<file path="src/rtl/instr_fetch.sv">
// instr_fetch: single-issue instruction fetch unit with an on-chip,
// software-loadable instruction memory.
//
// Parameters
//   DEPTH     instruction memory depth in 32-bit words (power of two)
//   RESET_PC  byte address of the first fetch
//
// Ports
//   clk            rising-edge clock
//   reset          asynchronous, active-low reset
//   stall          consumer cannot accept; everything except memory writes freezes
//   branch_taken   redirect to pc_out + 4 + (branch_offset << 2)
//   branch_offset  signed word offset of the branch
//   jump           redirect to {pc_out+4 [31:28], jump_index, 2'b00}; wins over branch
//   jump_index     jump instruction index field
//   prog_we        instruction memory write enable
//   prog_addr      instruction memory word address for writes
//   prog_data      instruction word to write
//   In             fetched instruction (32'h0 when not valid)
//   pc_out         byte address of the instruction on In
//   valid          In/pc_out hold a real instruction
//   halted         fetch stopped by a HALT opcode (cleared only by reset)
module instr_fetch #(
    parameter int unsigned DEPTH    = 64,
    parameter logic [31:0] RESET_PC = 32'h0000_0000
) (
    input  logic                     clk,
    input  logic                     reset,
    input  logic                     stall,
    input  logic                     branch_taken,
    input  logic [15:0]              branch_offset,
    input  logic                     jump,
    input  logic [25:0]              jump_index,
    input  logic                     prog_we,
    input  logic [$clog2(DEPTH)-1:0] prog_addr,
    input  logic [31:0]              prog_data,
    output logic [31:0]              In,
    output logic [31:0]              pc_out,
    output logic                     valid,
    output logic                     halted
);

    localparam int unsigned AW      = $clog2(DEPTH);
    localparam logic [5:0]  HALT_OP = 6'h3F;

    typedef enum logic [1:0] {
        IDLE,
        RUN,
        HALT
    } state_t;

    state_t      state;
    logic [31:0] pc;
    logic [31:0] imem [DEPTH];

    logic [31:0] seq_pc;
    logic [31:0] branch_target;
    logic [31:0] jump_target;
    logic [31:0] redirect_target;
    logic        redirect;
    logic        halt_seen;

    // Redirect targets are relative to the instruction currently presented
    // (pc_out), not to the internal pc which already points one word ahead.
    always_comb begin
        seq_pc          = pc_out + 32'd4;
        branch_target   = seq_pc + {{14{branch_offset[15]}}, branch_offset, 2'b00};
        jump_target     = {seq_pc[31:28], jump_index, 2'b00};
        redirect_target = jump ? jump_target : branch_target;
        redirect        = valid && (jump || branch_taken);
        halt_seen       = valid && (In[31:26] == HALT_OP);
    end

    // Memory has no reset so a program loaded before/under reset survives it.
    always_ff @(posedge clk) begin
        if (prog_we) begin
            imem[prog_addr] <= prog_data;
        end
    end

    // The read below samples imem before this edge's write lands, giving
    // read-first behaviour on a same-word write/fetch collision.
    always_ff @(posedge clk or negedge reset) begin
        if (!reset) begin
            state  <= IDLE;
            pc     <= RESET_PC;
            In     <= '0;
            pc_out <= RESET_PC;
            valid  <= 1'b0;
            halted <= 1'b0;
        end else if (!stall) begin
            unique case (state)
                // One idle edge after reset release; first fetch on the next.
                IDLE: begin
                    state <= RUN;
                end
                RUN: begin
                    if (redirect) begin
                        // Squash the wrong-path slot; target fetched next edge.
                        pc    <= redirect_target;
                        In    <= '0;
                        valid <= 1'b0;
                    end else if (halt_seen) begin
                        state  <= HALT;
                        In     <= '0;
                        valid  <= 1'b0;
                        halted <= 1'b1;
                    end else begin
                        In     <= imem[pc[AW+1:2]];
                        pc_out <= pc;
                        valid  <= 1'b1;
                        pc     <= pc + 32'd4;
                    end
                end
                HALT: begin
                    In     <= '0;
                    valid  <= 1'b0;
                    halted <= 1'b1;
                end
                default: begin
                    state <= IDLE;
                end
            endcase
        end
    end

endmodule
</file>
<file path="config.mk">
export PLATFORM = sky130hd
export DESIGN_NAME = instr_fetch
export DESIGN_NICKNAME = d
export VERILOG_FILES = /design/src/rtl/instr_fetch.sv
export SDC_FILE = /design/constraint.sdc
export NUM_CORES = 2
export LEC_CHECK = 0
export ABC_AREA = 1
export CELL_PAD_IN_SITES_DETAIL_PLACEMENT = 0
export CELL_PAD_IN_SITES_GLOBAL_PLACEMENT = 1
export CORE_ASPECT_RATIO = 1.25
export CORE_UTILIZATION = 51
export CTS_CLUSTER_SIZE = 12
export DETAILED_ROUTE_END_ITERATION = 6
export GPL_TIMING_DRIVEN = 0
export MAX_ROUTING_LAYER = met4
export PLACE_DENSITY = 0.83
export SETUP_SLACK_MARGIN = 0.3
export SYNTH_ARGS = -nofsm -noshare
export SYNTH_HDL_FRONTEND = slang
export SYNTH_SLANG_ARGS = --single-unit
</file>
<file path="constraint.sdc">
create_clock -name clk -period 3 [get_ports clk]
set_input_delay 0.6 -clock clk [delete_from_list [all_inputs] [get_ports clk]]
set_output_delay 0.6 -clock clk [all_outputs]
set_load 0.01 [all_outputs]
</file>
==> flow_metrics.env <==
export IMPL_run_status="complete, but fails checks"
export IMPL_violations="DRC, setup timing"
export IMPL_grt_usage_pct=43.1
export IMPL_grt_use_met1_pct=50.8
export IMPL_slew_headroom_pct=4.82
export IMPL_dpl_hpwl_um=254000
export IMPL_drc_errors=16
export IMPL_rsz0062_at_grt="true"
export IMPL_ir_drop_mv=0.677
export IMPL_crit_path_max_fanout=11
export IMPL_initial_core_util_pct=51.3
export IMPL_cap_violations=0
export IMPL_grt_pass1_wl_um=496000
export IMPL_clkPwrFrac_pct=22.7
export IMPL_power_density_nw_per_um2=1020
export IMPL_synth_top_area_share_pct=70.0
export IMPL_cp_data_arrival_time_ns=4.44
export IMPL_row_count=170
export IMPL_end_kind="register"
export IMPL_min_delay_worst_endpoint="imem[7][18]"
export IMPL_async_flop_share_pct=4.66
export IMPL_cts_tree="built"
export IMPL_required_ns=3.79
export IMPL_whs_path_depth=1
export IMPL_syn_avg_cell_area_um2=12.3
export IMPL_cts_buffers_inserted=209
export IMPL_worst_slack_ns=-0.654
export IMPL_ys_ff_latch=2148
export IMPL_worstHoldPathType="primary input to register"
export IMPL_busiest_layer="met2"
export IMPL_clkLatencyLatePin_ns=0.92
export IMPL_overflow=0
export IMPL_antenna_found_initial=25
export IMPL_final_period_utilization_pct=122
export IMPL_dr_pass1_iters=7
export IMPL_vias=68400
export IMPL_drtIter0Drc=11900
export IMPL_fin_crit_ns=3.65
export IMPL_io_pin_count=152
export IMPL_postRouteAntennaNets=0
export IMPL_p_sw_mw=47.7
export IMPL_power_frac_seq_pct=31.7
export IMPL_clock_skew_ns=0.0394
export IMPL_r2r_end="In[2]"
export IMPL_place_congestion=1.04
export IMPL_die_w_um=373
export IMPL_fmax_ghz=0.274
export IMPL_synthesis_area_um2=87900
export IMPL_grt_pass1_vias=63300
export IMPL_hp_start="prog_data[18]"
export IMPL_cts_sinks=2148
export IMPL_path_clk_slew_ns=0.07
export IMPL_hold_ws_ns=0.0459
export IMPL_port_buffers=147
export IMPL_fin_nets=7949
export IMPL_grt_max_degree=65
export IMPL_reg2reg_slack_ns=-0.65
export IMPL_yosys_warnings=0
export IMPL_core_um2=171000
export IMPL_syn2layout_area_growth_pct=21.6
export IMPL_yosysTopAreaCell="edfxtp_1"
export IMPL_r2r_worst_path_cells=13
export IMPL_synth_edf_count=2048
export IMPL_avgViaCountPerCell=6.70
export IMPL_syn_num_nets=7276
export IMPL_finalHoldViolCount=0
export IMPL_p_leak_nw=36.0
export IMPL_crit_type="register to register"
export IMPL_cts_htree_levels=4
export IMPL_fill_cells=12900
export IMPL_reg2reg_from="pc[2]"
export IMPL_drt_total_wl_um=372000
export IMPL_ys_seq_area_share_pct=72.8
export IMPL_report_final_slew_viol_count=0
export IMPL_p_comb_share_pct=45.6
export IMPL_grt_met2_usage_pct=62.4
export IMPL_synth_cell_types=48
export IMPL_drive_gt1_share_pct=19.7
export IMPL_synth_cells=7150
export IMPL_swShare_pct=43.9
export IMPL_p_int_mw=61.0
export IMPL_avgRoutedWirePerCell_um=36.5
export IMPL_synthFlopType="edfxtp_1"
export IMPL_worst_pin_slew_ns=1.42
export IMPL_dieArea_um2=174000
export IMPL_die_y_um=466
export IMPL_synthTopCellsByArea="edfxtp_1 (70%), o21ai_0 (6.3%), nor2_1 (6.1%)"
export IMPL_clk_path_buf_depth=3
export IMPL_startpoint_type="register"
export IMPL_fin_util_pct=62.4
export IMPL_grt_use_met3_pct=13.0
export IMPL_setup_viol=32
export IMPL_cts_root_buf="clkbuf_16"
-- worst max-delay path, cell delays in order (launching register included) --
cell	delay [ns]
dfrtp_2	0.50
buf_4	0.18
inv_6	0.08
buf_12	0.18
buf_12	0.19
buf_6	0.18
nor2_1	0.12
o21ai_2	0.10
o211ai_1	1.04
nand4_1	0.39
nand3_2	0.28
nand2_1	0.08
nand2_1	0.10
nand2_1	0.07
-- logic make-up after synthesis --
family / share of synthesized area (%)
compound gates: 11.7
buf+inv: 3.18
mux: 0.0242
flops: 72.8
xor+xnor: 0.428
simple gates: 11.3
fa+ha+maj: 0.578
-- per-stage QoR --
stage / instances / setup WS (ns) / cell area, µm² / setup TNS, ns / total power, mW
after floorplan: 7150 / -0.0771 / 88300 / -13.65 / 54.4
after global placement: 9533 / -2.91 / 92500 / -4627.06 / 74.2
after detailed placement: 9639 / -1.16 / 94600 / -774.76 / 74.6
after CTS: 10100 / -0.342 / 104000 / -2.98 / 103
after global routing: 10200 / -0.578 / 107000 / -8.51 / 110
final: 10200 / -0.654 / 107000 / -10.10 / 109
-- cells in the final DEF, fill, tap and decap left out, drive strengths merged, types with 64 or more instances in the layout --
cell type	netlist	layout
buf	180	526
nand2	639	639
o21ai	1147	1147
a21oi	125	125
o22ai	271	271
clkbuf	279	555
edfxtp	2048	2048
clkdlybuf4s50	0	109
nand3	316	316
o221ai	64	64
dfrtp	100	100
inv	150	151
o211ai	184	184
nor2	1436	1441
-- power by group through the flow --
stage / Combinational (mW) / Sequential (mW) / Clock [mW]
4_1_cts: 44.0 / 34.4 / 24.4
3_5_place_dp: 39.4 / 35.1 / 0
2_1_floorplan: 19.5 / 35.0 / 0
3_3_place_gp: 38.9 / 35.2 / 0
5_1_grt: 50.0 / 34.5 / 25.4
6_report: 49.5 / 34.5 / 24.7
-- routing by layer --
| metal | up-vias | routed length, µm |
|---|---|---|
| met5 | - | 0 |
| met4 | 0 | 36400 |
| met3 | 1456 | 52800 |
| met2 | 5826 | 162000 |
| met1 | 33600 | 121000 |
| li1 | 27500 | - |
-- state kept, by name, summed over array words and instances, names as in the netlist --
register,flops
In,32
halted,1
imem,2048
valid,1
pc,32
pc_out,32
state,2
-- how the worst max path moves through the flow --
stage | start | endpoint | depth (start not counted)
floorplan | prog_we | imem[48][0] | 3
global placement | reset | In[1] | 1
detailed placement | pc[3] | In[27] | 12
CTS | pc[2] | In[2] | 14
global route | pc[2] | In[17] | 16
finish | pc[2] | In[2] | 13
-- layout make-up --
cell class | count | area [µm²] | area share, %
inverters | 155 | 612 | 0.572
clock inverters | 43 | 364 | 0.340
clock buffers | 283 | 5740 | 5.37
diodes | 32 | 80.1 | 0.0749
flip-flops and latches | 2148 | 64000 | 59.9
plain buffers | 459 | 3190 | 2.99
multi-input cells | 4393 | 24900 | 23.2
well taps | 2236 | 2800 | 2.62
repair buffers | 457 | 5270 | 4.93
-- Yosys cell counts (3+ instances only) --
cell and number:
edfxtp_1 2048, nor2_1 1427, o21ai_0 1113, nand2_1 634, nand3_1 316, clkbuf_1 279, o22ai_1 271, o211ai_1 182
inv_1 146, a21oi_1 125, dfrtp_1 100, buf_2 91, o221ai_1 64, buf_4 48, nand4_1 41, ha_1 39
o21ai_1 34, xor2_1 28, nor3_1 21, buf_1 18, buf_6 18, nor4_1 16, xnor2_1 15, a22oi_1 9
a31oi_1 9, clkinv_1 5, nand2_2 5, nand3b_1 5, nor2_2 5, buf_8 4, inv_2 4, nor2_4 4
o21bai_1 4, or2_0 3
-- timing repair --
action	in CTS	in global routing
pin swaps	206	276
resized for setup	808	449
hold endpoints to repair	55	0
buffers inserted	114	82
hold buffers	4	0
endpoints found under the setup margin	179	602
gates cloned	4	3
Power figures use the tool's default switching activity.
